`src/rtl/stonyman_pkg.sv`:
```
// rtl/stonyman_pkg.sv - shared states, strobe selects, geometry and index-width helper for the Stonyman frame sequencer
package stonyman_pkg;

    localparam int SENSOR_ROWS = 112;
    localparam int SENSOR_COLS = 112;

    typedef enum logic [2:0] {
        IDLE,
        RESV,
        ROW,
        PHI,
        SETTLE,
        CONV,
        OUT,
        DONE
    } seq_state_e;

    typedef enum logic [2:0] {
        STB_RESV,
        STB_INCV,
        STB_RESP,
        STB_INCP,
        STB_INPHI
    } strobe_sel_e;

    // Counter width for indices 0..n-1, never narrower than one bit.
    function automatic int idx_w(input int n);
        return (n <= 2) ? 1 : $clog2(n);
    endfunction

endpackage

```
`src/rtl/stonyman_frame_sequencer_strobe_pulser.sv`:
```
// rtl/stonyman_frame_sequencer_strobe_pulser.sv - shared high/low pulse shaper for the five sensor strobes
module strobe_pulser
    import stonyman_pkg::*;
#(
    parameter int PULSE_CYC = 2
) (
    input  logic        clk,
    input  logic        reset,
    input  logic        go,
    input  strobe_sel_e sel,
    output logic        resv,
    output logic        incv,
    output logic        resp,
    output logic        incp,
    output logic        inphi,
    output logic        finished
);

    localparam int CNT_W = $clog2(PULSE_CYC + 1);
    localparam logic [CNT_W-1:0] LAST = CNT_W'(PULSE_CYC - 1);

    typedef enum logic [1:0] {
        PH_IDLE,
        PH_HIGH,
        PH_LOW
    } phase_e;

    phase_e           phase_q;
    phase_e           phase_d;
    strobe_sel_e      sel_q;
    logic [CNT_W-1:0] cnt_q;
    logic             high;

    always_ff @(posedge clk) begin
        if (reset) begin
            phase_q <= PH_IDLE;
            sel_q   <= STB_RESV;
            cnt_q   <= '0;
        end else begin
            phase_q <= phase_d;
            if (go) begin
                sel_q <= sel;
            end
            if (go || cnt_q == LAST) begin
                cnt_q <= '0;
            end else if (phase_q != PH_IDLE) begin
                cnt_q <= cnt_q + 1'b1;
            end
        end
    end

    // finished marks the last low cycle so the caller can chain the next pulse without a gap.
    always_comb begin
        phase_d  = phase_q;
        finished = 1'b0;
        case (phase_q)
            PH_HIGH: begin
                if (cnt_q == LAST) begin
                    phase_d = PH_LOW;
                end
            end
            PH_LOW: begin
                if (cnt_q == LAST) begin
                    phase_d  = PH_IDLE;
                    finished = 1'b1;
                end
            end
            default: ;
        endcase
        if (go) begin
            phase_d = PH_HIGH;
        end
    end

    assign high  = (phase_q == PH_HIGH);
    assign resv  = high && (sel_q == STB_RESV);
    assign incv  = high && (sel_q == STB_INCV);
    assign resp  = high && (sel_q == STB_RESP);
    assign incp  = high && (sel_q == STB_INCP);
    assign inphi = high && (sel_q == STB_INPHI);

endmodule

```
`src/rtl/stonyman_frame_sequencer.sv`:
```
// rtl/stonyman_frame_sequencer.sv - scans the Stonyman pixel array, runs one ADC conversion per pixel and streams tagged pixels
module stonyman_frame_sequencer
    import stonyman_pkg::*;
#(
    parameter int ROWS        = SENSOR_ROWS,
    parameter int COLS        = SENSOR_COLS,
    parameter int PIX_W       = 10,
    parameter int PULSE_CYC   = 2,
    parameter int SETTLE_CYC  = 8,
    parameter int ADC_TIMEOUT = 1024
) (
    input  logic                   clk,
    input  logic                   reset,
    input  logic                   start,
    output logic                   busy,
    output logic                   frame_done,
    output logic                   error,
    output logic                   resv,
    output logic                   incv,
    output logic                   resp,
    output logic                   incp,
    output logic                   inphi,
    output logic                   adc_start,
    input  logic                   adc_done,
    input  logic [PIX_W-1:0]       adc_data,
    output logic                   pix_valid,
    input  logic                   pix_ready,
    output logic [PIX_W-1:0]       pix_data,
    output logic [idx_w(ROWS)-1:0] pix_row,
    output logic [idx_w(COLS)-1:0] pix_col
);

    localparam int ROW_W    = idx_w(ROWS);
    localparam int COL_W    = idx_w(COLS);
    localparam int WAIT_MAX = (ADC_TIMEOUT > SETTLE_CYC) ? ADC_TIMEOUT : SETTLE_CYC;
    localparam int WAIT_W   = $clog2(WAIT_MAX + 1);

    localparam logic [ROW_W-1:0]  ROW_LAST    = ROW_W'(ROWS - 1);
    localparam logic [COL_W-1:0]  COL_LAST    = COL_W'(COLS - 1);
    localparam logic [WAIT_W-1:0] SETTLE_LAST = WAIT_W'(SETTLE_CYC - 1);
    localparam logic [WAIT_W-1:0] CONV_LAST   = WAIT_W'(ADC_TIMEOUT - 1);

    seq_state_e        state_q;
    seq_state_e        state_d;
    logic [ROW_W-1:0]  row_q;
    logic [COL_W-1:0]  col_q;
    logic [WAIT_W-1:0] wait_q;
    logic              acked_q;
    logic              go;
    strobe_sel_e       go_sel;
    logic              pulse_fin;
    logic              handshake;
    logic              last_col;
    logic              last_row;

    assign last_col  = (col_q == COL_LAST);
    assign last_row  = (row_q == ROW_LAST);
    assign handshake = pix_valid && pix_ready;

    strobe_pulser #(
        .PULSE_CYC (PULSE_CYC)
    ) u_pulser (
        .clk      (clk),
        .reset    (reset),
        .go       (go),
        .sel      (go_sel),
        .resv     (resv),
        .incv     (incv),
        .resp     (resp),
        .incp     (incp),
        .inphi    (inphi),
        .finished (pulse_fin)
    );

    always_ff @(posedge clk) begin
        if (reset) begin
            state_q <= IDLE;
        end else begin
            state_q <= state_d;
        end
    end

    // Each strobe state launches the next pulse in the same cycle the current one finishes.
    always_comb begin
        state_d = state_q;
        go      = 1'b0;
        go_sel  = STB_RESV;
        case (state_q)
            IDLE: begin
                if (start) begin
                    state_d = RESV;
                    go      = 1'b1;
                    go_sel  = STB_RESV;
                end
            end
            RESV: begin
                if (pulse_fin) begin
                    state_d = ROW;
                    go      = 1'b1;
                    go_sel  = STB_RESP;
                end
            end
            ROW: begin
                if (pulse_fin) begin
                    state_d = PHI;
                    go      = 1'b1;
                    go_sel  = STB_INPHI;
                end
            end
            PHI: begin
                if (pulse_fin) begin
                    state_d = SETTLE;
                end
            end
            SETTLE: begin
                if (wait_q == SETTLE_LAST) begin
                    state_d = CONV;
                end
            end
            CONV: begin
                if (adc_done) begin
                    state_d = OUT;
                end else if (wait_q == CONV_LAST) begin
                    state_d = DONE;
                end
            end
            OUT: begin
                if (!acked_q) begin
                    if (handshake) begin
                        if (!last_col) begin
                            go     = 1'b1;
                            go_sel = STB_INCP;
                        end else if (!last_row) begin
                            go     = 1'b1;
                            go_sel = STB_INCV;
                        end else begin
                            state_d = DONE;
                        end
                    end
                end else if (pulse_fin) begin
                    go = 1'b1;
                    if (!last_col) begin
                        state_d = PHI;
                        go_sel  = STB_INPHI;
                    end else begin
                        state_d = ROW;
                        go_sel  = STB_RESP;
                    end
                end
            end
            DONE: begin
                state_d = IDLE;
            end
            default: begin
                state_d = IDLE;
            end
        endcase
    end

    // acked_q: pixel handed off, the incp/incv advance pulse is still in flight.
    always_ff @(posedge clk) begin
        if (reset) begin
            row_q     <= '0;
            col_q     <= '0;
            wait_q    <= '0;
            acked_q   <= 1'b0;
            pix_valid <= 1'b0;
            pix_data  <= '0;
            error     <= 1'b0;
        end else begin
            if (state_d != state_q) begin
                wait_q <= '0;
            end else if (state_q == SETTLE || state_q == CONV) begin
                wait_q <= wait_q + 1'b1;
            end
            case (state_q)
                IDLE: begin
                    if (start) begin
                        error <= 1'b0;
                        row_q <= '0;
                        col_q <= '0;
                    end
                end
                CONV: begin
                    if (adc_done) begin
                        pix_data  <= adc_data;
                        pix_valid <= 1'b1;
                    end else if (wait_q == CONV_LAST) begin
                        error <= 1'b1;
                    end
                end
                OUT: begin
                    if (handshake) begin
                        pix_valid <= 1'b0;
                        acked_q   <= !(last_col && last_row);
                    end
                    if (acked_q && pulse_fin) begin
                        acked_q <= 1'b0;
                        if (!last_col) begin
                            col_q <= col_q + 1'b1;
                        end else begin
                            col_q <= '0;
                            row_q <= row_q + 1'b1;
                        end
                    end
                end
                DONE: begin
                    row_q <= '0;
                    col_q <= '0;
                end
                default: ;
            endcase
        end
    end

    assign busy       = (state_q != IDLE) && (state_q != DONE);
    assign frame_done = (state_q == DONE);
    assign adc_start  = (state_q == CONV) && (wait_q == '0);
    assign pix_row    = row_q;
    assign pix_col    = col_q;

endmodule

```
`config.mk`:
```
export PLATFORM = sky130hd
export DESIGN_NAME = stonyman_frame_sequencer
export DESIGN_NICKNAME = d
export VERILOG_FILES = /design/src/rtl/stonyman_pkg.sv /design/src/rtl/stonyman_frame_sequencer_strobe_pulser.sv /design/src/rtl/stonyman_frame_sequencer.sv
export SDC_FILE = /design/constraint.sdc
export NUM_CORES = 1
export LEC_CHECK = 0
export BUFFER_PORTS_ARGS = -buffer_cell sky130_fd_sc_hd__buf_2
export CAP_MARGIN = 10
export CORE_MARGIN = 3
export CORE_UTILIZATION = 55
export CTS_CLUSTER_SIZE = 40
export DETAILED_ROUTE_END_ITERATION = 10
export PLACE_DENSITY_LB_ADDON = 0.3
export SLEW_MARGIN = 10
export SYNTH_ARGS = -nofsm -noshare
export SYNTH_HDL_FRONTEND = slang
export SYNTH_HIERARCHICAL = 1
export SYNTH_SLANG_ARGS = --single-unit
```
`constraint.sdc`:
```
create_clock -name clk -period 2.66 [get_ports clk]
set_input_delay 0.399 -clock clk [delete_from_list [all_inputs] [get_ports clk]]
set_output_delay 0.399 -clock clk [all_outputs]
set_load 0.02 [all_outputs]
```
==> impl_metrics.toml, run 1 <==
[logic_synthesis]
synthArstFlopShare_pct = 0
synth_top_family_by_area = "simple AND/OR/NAND/NOR gates"
synth_xor_area_share_pct = 7.61
netlist_area_mm2 = 0.00253
netlist.area_leader.share_pct = 38.0
yosys-top-cells-count = "dfxtp_1 (48), nand2_1 (40), nor2_1 (28)"
synth_fa_ha_area_share_pct = 4.94
yosys_warnings = 6
synth.distinct_cells = 49
synth_cells = 301
synth-edff-count = 0
synthMostInstantiatedCell = "dfxtp_1"
synth_seq_area_share_pct = 38.0
yosys.area_share.simple_pct = 31.0
syn_avg_cell_area_um2 = 8.41
synth_top_area_cell = "dfxtp_1"
synth_compound_area_share_pct = 10.8
ys_ff_latch = 48
synthFlopType = "dfxtp_1"
synth_nets = 326
synth_mux_area_share_pct = 3.26
synth_area_leaders = "dfxtp_1 (38%), nand2_1 (5.9%), xor2_1 (5.9%), ha_1 (4.9%), nor2_1 (4.2%)"

[sta]
finalSetupTns_ps = 0
finalCritPeriodShare_pct = 85.6
max_freq_ghz = 0.439
setup_viol = 0
timing.final.hold_violations = 0
rsz0062_at_grt = "no"
fin_worst_skew_ps = 8.84
worst_pin_slew_ps = 1080
drv_slew = 0
maxSlewHeadroom_pct = 27.7
setup_slack_ps = 384
finalCriticalPeriod_ps = 2280

[layout]
fillCellCount = 375
drive_gt1_share_pct = 22.7
layout.nets = 372
antenna-diode-count = 0
syn_to_final_growth_pct = 15.6

[grt]
track_usage_pct = 20.4
grt_max_degree = 19
grt_pass1_vias = 2020
overflow = 0
grt_pass1_wl_um = 8820
antenna_found_initial = 0

[detailed_routing]
drt_iter0_drc = 88
routed.top_layer = "met4"
wl_met3_um = 203
wl_um = 5280
route.met2.wl_um = 2610
viasPerCell = 5.63
wire_per_inst_um = 13.2
drtPass1Iterations = 4
met1_length_um = 2400
route.antenna.remaining_nets = 0
num_vias = 2251
drc = 0

[clock_network]
clk_latency_ps = 300
cts_root_buf = "clkbuf_8"
cts_buffers = 5
cts_buffer_depth = 2
h-tree-depth = 2
clkSinkCount = 48
cts-resized-gates = 0
tritoncts = "built"
cts_setup_buffers = 0
path_clk_slew_ps = 100
hold_buffers = 0

[critical_path]
ff2ff_setup_slack_ps = 380
rr_worst_depth = 8
r2r-end = "wait_q[0]"
cp_data_arrival_time_ps = 2430
path_max_fanout = 11
cp_data_required_time_ps = 2820
reg2reg_from = "u_pulser/phase_q[0]"
startpoint_type = "flip-flop"
path_class = "flip-flop to flip-flop"
crit_path_end_kind = "flip-flop"

[power_and_ir_drop]
switching_share_pct = 25.8
peakVddDrop_mv = 0.403
p_seq_share_pct = 51.2
p_int_uw = 1080
comb_power_share_pct = 11.5
p_clk_share_pct = 37.2
switchingPower_uw = 376
p_per_area_mw_per_mm2 = 497
p_leak_uw = 0.00123

[status]
status = "completed"

[hold_path]
hp-start = "adc_data[7]"
min_to = "pix_data[7]"
min_path_type = "primary input to flip-flop"
worstHoldPathCells = 3

[floorplan]
io_pins = 49
die_area_mm2 = 0.00545
initial_core_util_pct = 57.3
core_mm2 = 0.00441
die_width_um = 73.8
rows = 24
die_h_um = 73.8

[placement]
place.gp.congestion = 0.875
io_buffers = 48
pre_cts_ws_ps = 401
dpl.hpwl_um = 3900

[job]
cap_violations = 0
cell usage in the layout, fill, tap and decap left out, drive strengths merged, types with 2 or more instances in the layout:
| cell | instances |
|---|---|
| buf | 55 |
| dfxtp | 48 |
| nand2 | 40 |
| nor2 | 28 |
| nor3 | 23 |
| a21oi | 20 |
| xor2 | 17 |
| ha | 10 |
| inv | 10 |
| and3 | 8 |
| nand4 | 8 |
| nand3 | 8 |
| mux2i | 6 |
| nor4 | 6 |
| a31oi | 5 |
| xnor2 | 5 |
| clkbuf | 5 |
| nor2b | 5 |
| and2 | 4 |
| o21ai | 4 |
| nand2b | 3 |
| and3b | 2 |
| nand3b | 2 |
| and4 | 2 |
| mux2 | 2 |
| nor3b | 2 |
| a211oi | 2 |
worst max-delay path by stage:
stage                                    from  cells after the start  slack, ps                 to
after floorplan                    pix_col[0]                      9        470  u_pulser/cnt_q[0]
after global placement      u_pulser/cnt_q[0]                      7        430          wait_q[0]
after detailed placement  u_pulser/phase_q[0]                      8        400          wait_q[0]
after CTS                 u_pulser/phase_q[0]                      8        390          wait_q[0]
after global routing      u_pulser/phase_q[0]                      8        140          wait_q[0]
final                     u_pulser/phase_q[0]                      8        380          wait_q[0]
routing by layer:
metal  vias up  global-route usage (%)
met1      1068                    26.1
li1       1135                       -
met5         -                       0
met4         0                    5.84
met3         8                    4.24
met2        40                    34.4
worst max-delay path, cell delays in order, from the launching register on:
cell and delay [ps]:
dfxtp_1 340, inv_1 90, ha_1 210, and2_1 160, nor2b_1 60, nor2_1 90, a311oi_1 80, o32ai_2 950
nor3_1 130
cell type report:
type	instances	area, um^2	area share [%]
flip-flops and latches	48	961	32.8
clock buffers	5	68.8	2.35
clock inverters	3	46.3	1.58
multi-input cells	228	1460	49.8
inverters	9	33.8	1.15
repair buffers	55	293	10.0
well taps	52	65.1	2.22
metrics by stage:
stage | power (uW) | cell area (um^2) | hold slack, ps | std cells | utilization (%)
after floorplan | 890 | 2530 | 464 | 301 | -
after global placement | 925 | 2810 | 438 | 392 | 63.7
after detailed placement | 929 | 2810 | 443 | 392 | 63.7
after CTS | 1470 | 2930 | 314 | 400 | 66.3
after global routing | 1510 | 2930 | 324 | 400 | 66.3
final | 1450 | 2930 | 323 | 400 | 66.3
state kept, by name, indices dropped and copies added (netlist names):
signal / cells
pix_row: 7
pix_valid: 1
acked_q: 1
pix_col: 7
u_pulser/sel_q: 3
u_pulser/phase_q: 2
state_q: 3
error: 1
wait_q: 11
pix_data: 10
u_pulser/cnt_q: 2
kinds of logic (layout without fill, tap and decap cells):
logic type,Yosys count,count (layout)
DFF,48,48
adders and majority gates,10,10
AOI/OAI and AO/OA,42,42
and+or+nand+nor,146,146
muxes,8,8
buffers and inverters,25,72
xor gates and xnor gates,22,22
power groups by stage:
stage | clock network (uW) | logic (uW) | registers (uW)
finish | 542 | 167 | 745
global route | 576 | 187 | 748
CTS | 556 | 168 | 745
detailed placement | 0 | 167 | 762
global placement | 0 | 164 | 761
floorplan | 0 | 134 | 757
Note: power is estimated with default switching activity, not from simulation.
==> run 2: changes to the inputs <==
clock period = 2.6 ns   (was 2.66 ns; I/O delays follow)
==> impl_metrics.toml, run 2 (synthesized netlist as in run 1, its figures left out) <==
[layout]
final_cell_mix = "dfxtp_1 (48), buf_2 (48), nand2_1 (40), nor2_1 (28), a21oi_1 (20)"
antenna-diode-count = 0
top_regs = "wait_q x11, pix_data x10"
multi_input_area_mm2 = 0.00146
fillCellCount = 355
syn_to_final_growth_pct = 16.8
layout.nets = 373
largest_reg_flops = 11
drive_gt1_share_pct = 22.9
fin_area_mm2 = 0.00296
seqCellArea_um2 = 961
fin_cells = 401
top_register = "wait_q"

[floorplan]
core_mm2 = 0.00441
initial_core_util_pct = 57.3
rows = 24
io_pins = 49
die_width_um = 73.8
die_h_um = 73.8
die_area_mm2 = 0.00545

[clock_network]
cts_setup_buffers = 0
path_clk_slew_ps = 100
h-tree-depth = 2
clkSinkCount = 48
cts_root_buf = "clkbuf_8"
tritoncts = "built"
clk_latency_ps = 310
hold_buffers = 0
cts-resized-gates = 0
cts_buffer_depth = 2
cts_buffers = 5

[sta]
finalCriticalPeriod_ps = 2280
timing.final.hold_violations = 0
rsz0062_at_grt = "no"
setup_viol = 0
max_freq_ghz = 0.439
drv_slew = 0
maxSlewHeadroom_pct = 28.9
fin_worst_skew_ps = 16.9
finalCritPeriodShare_pct = 87.7
worst_pin_slew_ps = 1070
finalSetupTns_ps = 0

[grt]
grt_pass1_wl_um = 9060
overflow = 0
track_usage_pct = 21.0
grt_max_degree = 19
grt_pass1_vias = 2032
antenna_found_initial = 0

[placement]
place_area_mm2 = 0.00282
place_inst = 393
io_buffers = 48
dpl.hpwl_um = 3810
place.gp.congestion = 0.828

[detailed_routing]
viasPerCell = 5.60
drc = 0
num_vias = 2244
drtPass1Iterations = 4
wl_um = 5360
drt_iter0_drc = 118
route.antenna.remaining_nets = 0
wire_per_inst_um = 13.4

[critical_path]
cp_data_required_time_ps = 2760
path_class = "flip-flop to flip-flop"
path_max_fanout = 11
crit_path_end_kind = "flip-flop"
crit_buf_inv = 0
slowest_delay_ps = 940
cp_data_arrival_time_ps = 2440
path_delay_family = "compound AO/OA/AOI/OAI gates"
startpoint_type = "flip-flop"
critPathSlowestCell = "o32ai_2"
crit_chain = "ha_1, nand2_1, nor2_1, a311oi_1, o32ai_2, nor3_1"

[job]
cap_violations = 0

[hold_path]
min_path_type = "primary input to flip-flop"

[power_and_ir_drop]
finalPower_uw = 1590
peakVddDrop_mv = 0.420
p_per_area_mw_per_mm2 = 538
p_leak_uw = 0.00124

[status]
status = "completed"
run 2: changes by cell type in the layout (fill, tap and decap cells not counted):
cell | before | now
bufinv_16 | 1 | 2
buf_4 | 7 | 8
clkinvlp_4 | 1 | 0
run 2: path summary, 6_finish.rpt:
| check | startpoint | to | cells past startpoint | slack (ps) |
|---|---|---|---|---|
| worst min register to register | pix_data[5] | pix_data[5] | 2 | 460 |
| worst min-delay path | adc_data[3] | pix_data[3] | 3 | 300 |
| worst max-delay path | wait_q[0] | wait_q[0] | 6 | 320 |
| worst max register to register | wait_q[0] | wait_q[0] | 6 | 320 |
run 2: worst min-delay path, delay by kind of cell:
kind                   cells  cell delay [ps]
AOI/OAI and AO/OA          1               50
buffers and inverters      1               90
and+or+nand+nor            1               40
run 2: layer usage:
| layer | track usage, % | part of all wire (%) |
|---|---|---|
| met3 | 6.70 | 5.0 |
| met5 | 0 | 0 |
| met2 | 35.3 | 50 |
| met1 | 26.1 | 45 |
| met4 | 4.43 | 0.67 |
run 2: cell type report:
cell class                      count  share of cell area, %
Timing Repair Buffer               56                   10.2
Clock inverter                      3                   2.33
Inverter                            9                   1.14
Tap cell                           52                   2.20
Sequential cell                    48                   32.5
Multi-Input combinational cell    228                   49.3
Clock buffer                        5                   2.33
run 2: report_power, final:
group	switching, uW	internal (uW)	leakage [uW]
clock network	263	387	0.0000687
registers	16.0	747	0.000387
logic	107	69.0	0.000789
total	386	1200	0.00124
run 2: metrics by stage:
step | worst slack, ps | hold WS (ps) | util, %
2_1_floorplan | 411 | 455 | -
3_3_place_gp | 382 | 439 | 63.8
3_5_place_dp | 345 | 445 | 63.8
4_1_cts | 329 | 310 | 67.0
5_1_grt | 134 | 295 | 67.0
6_report | 320 | 304 | 67.0
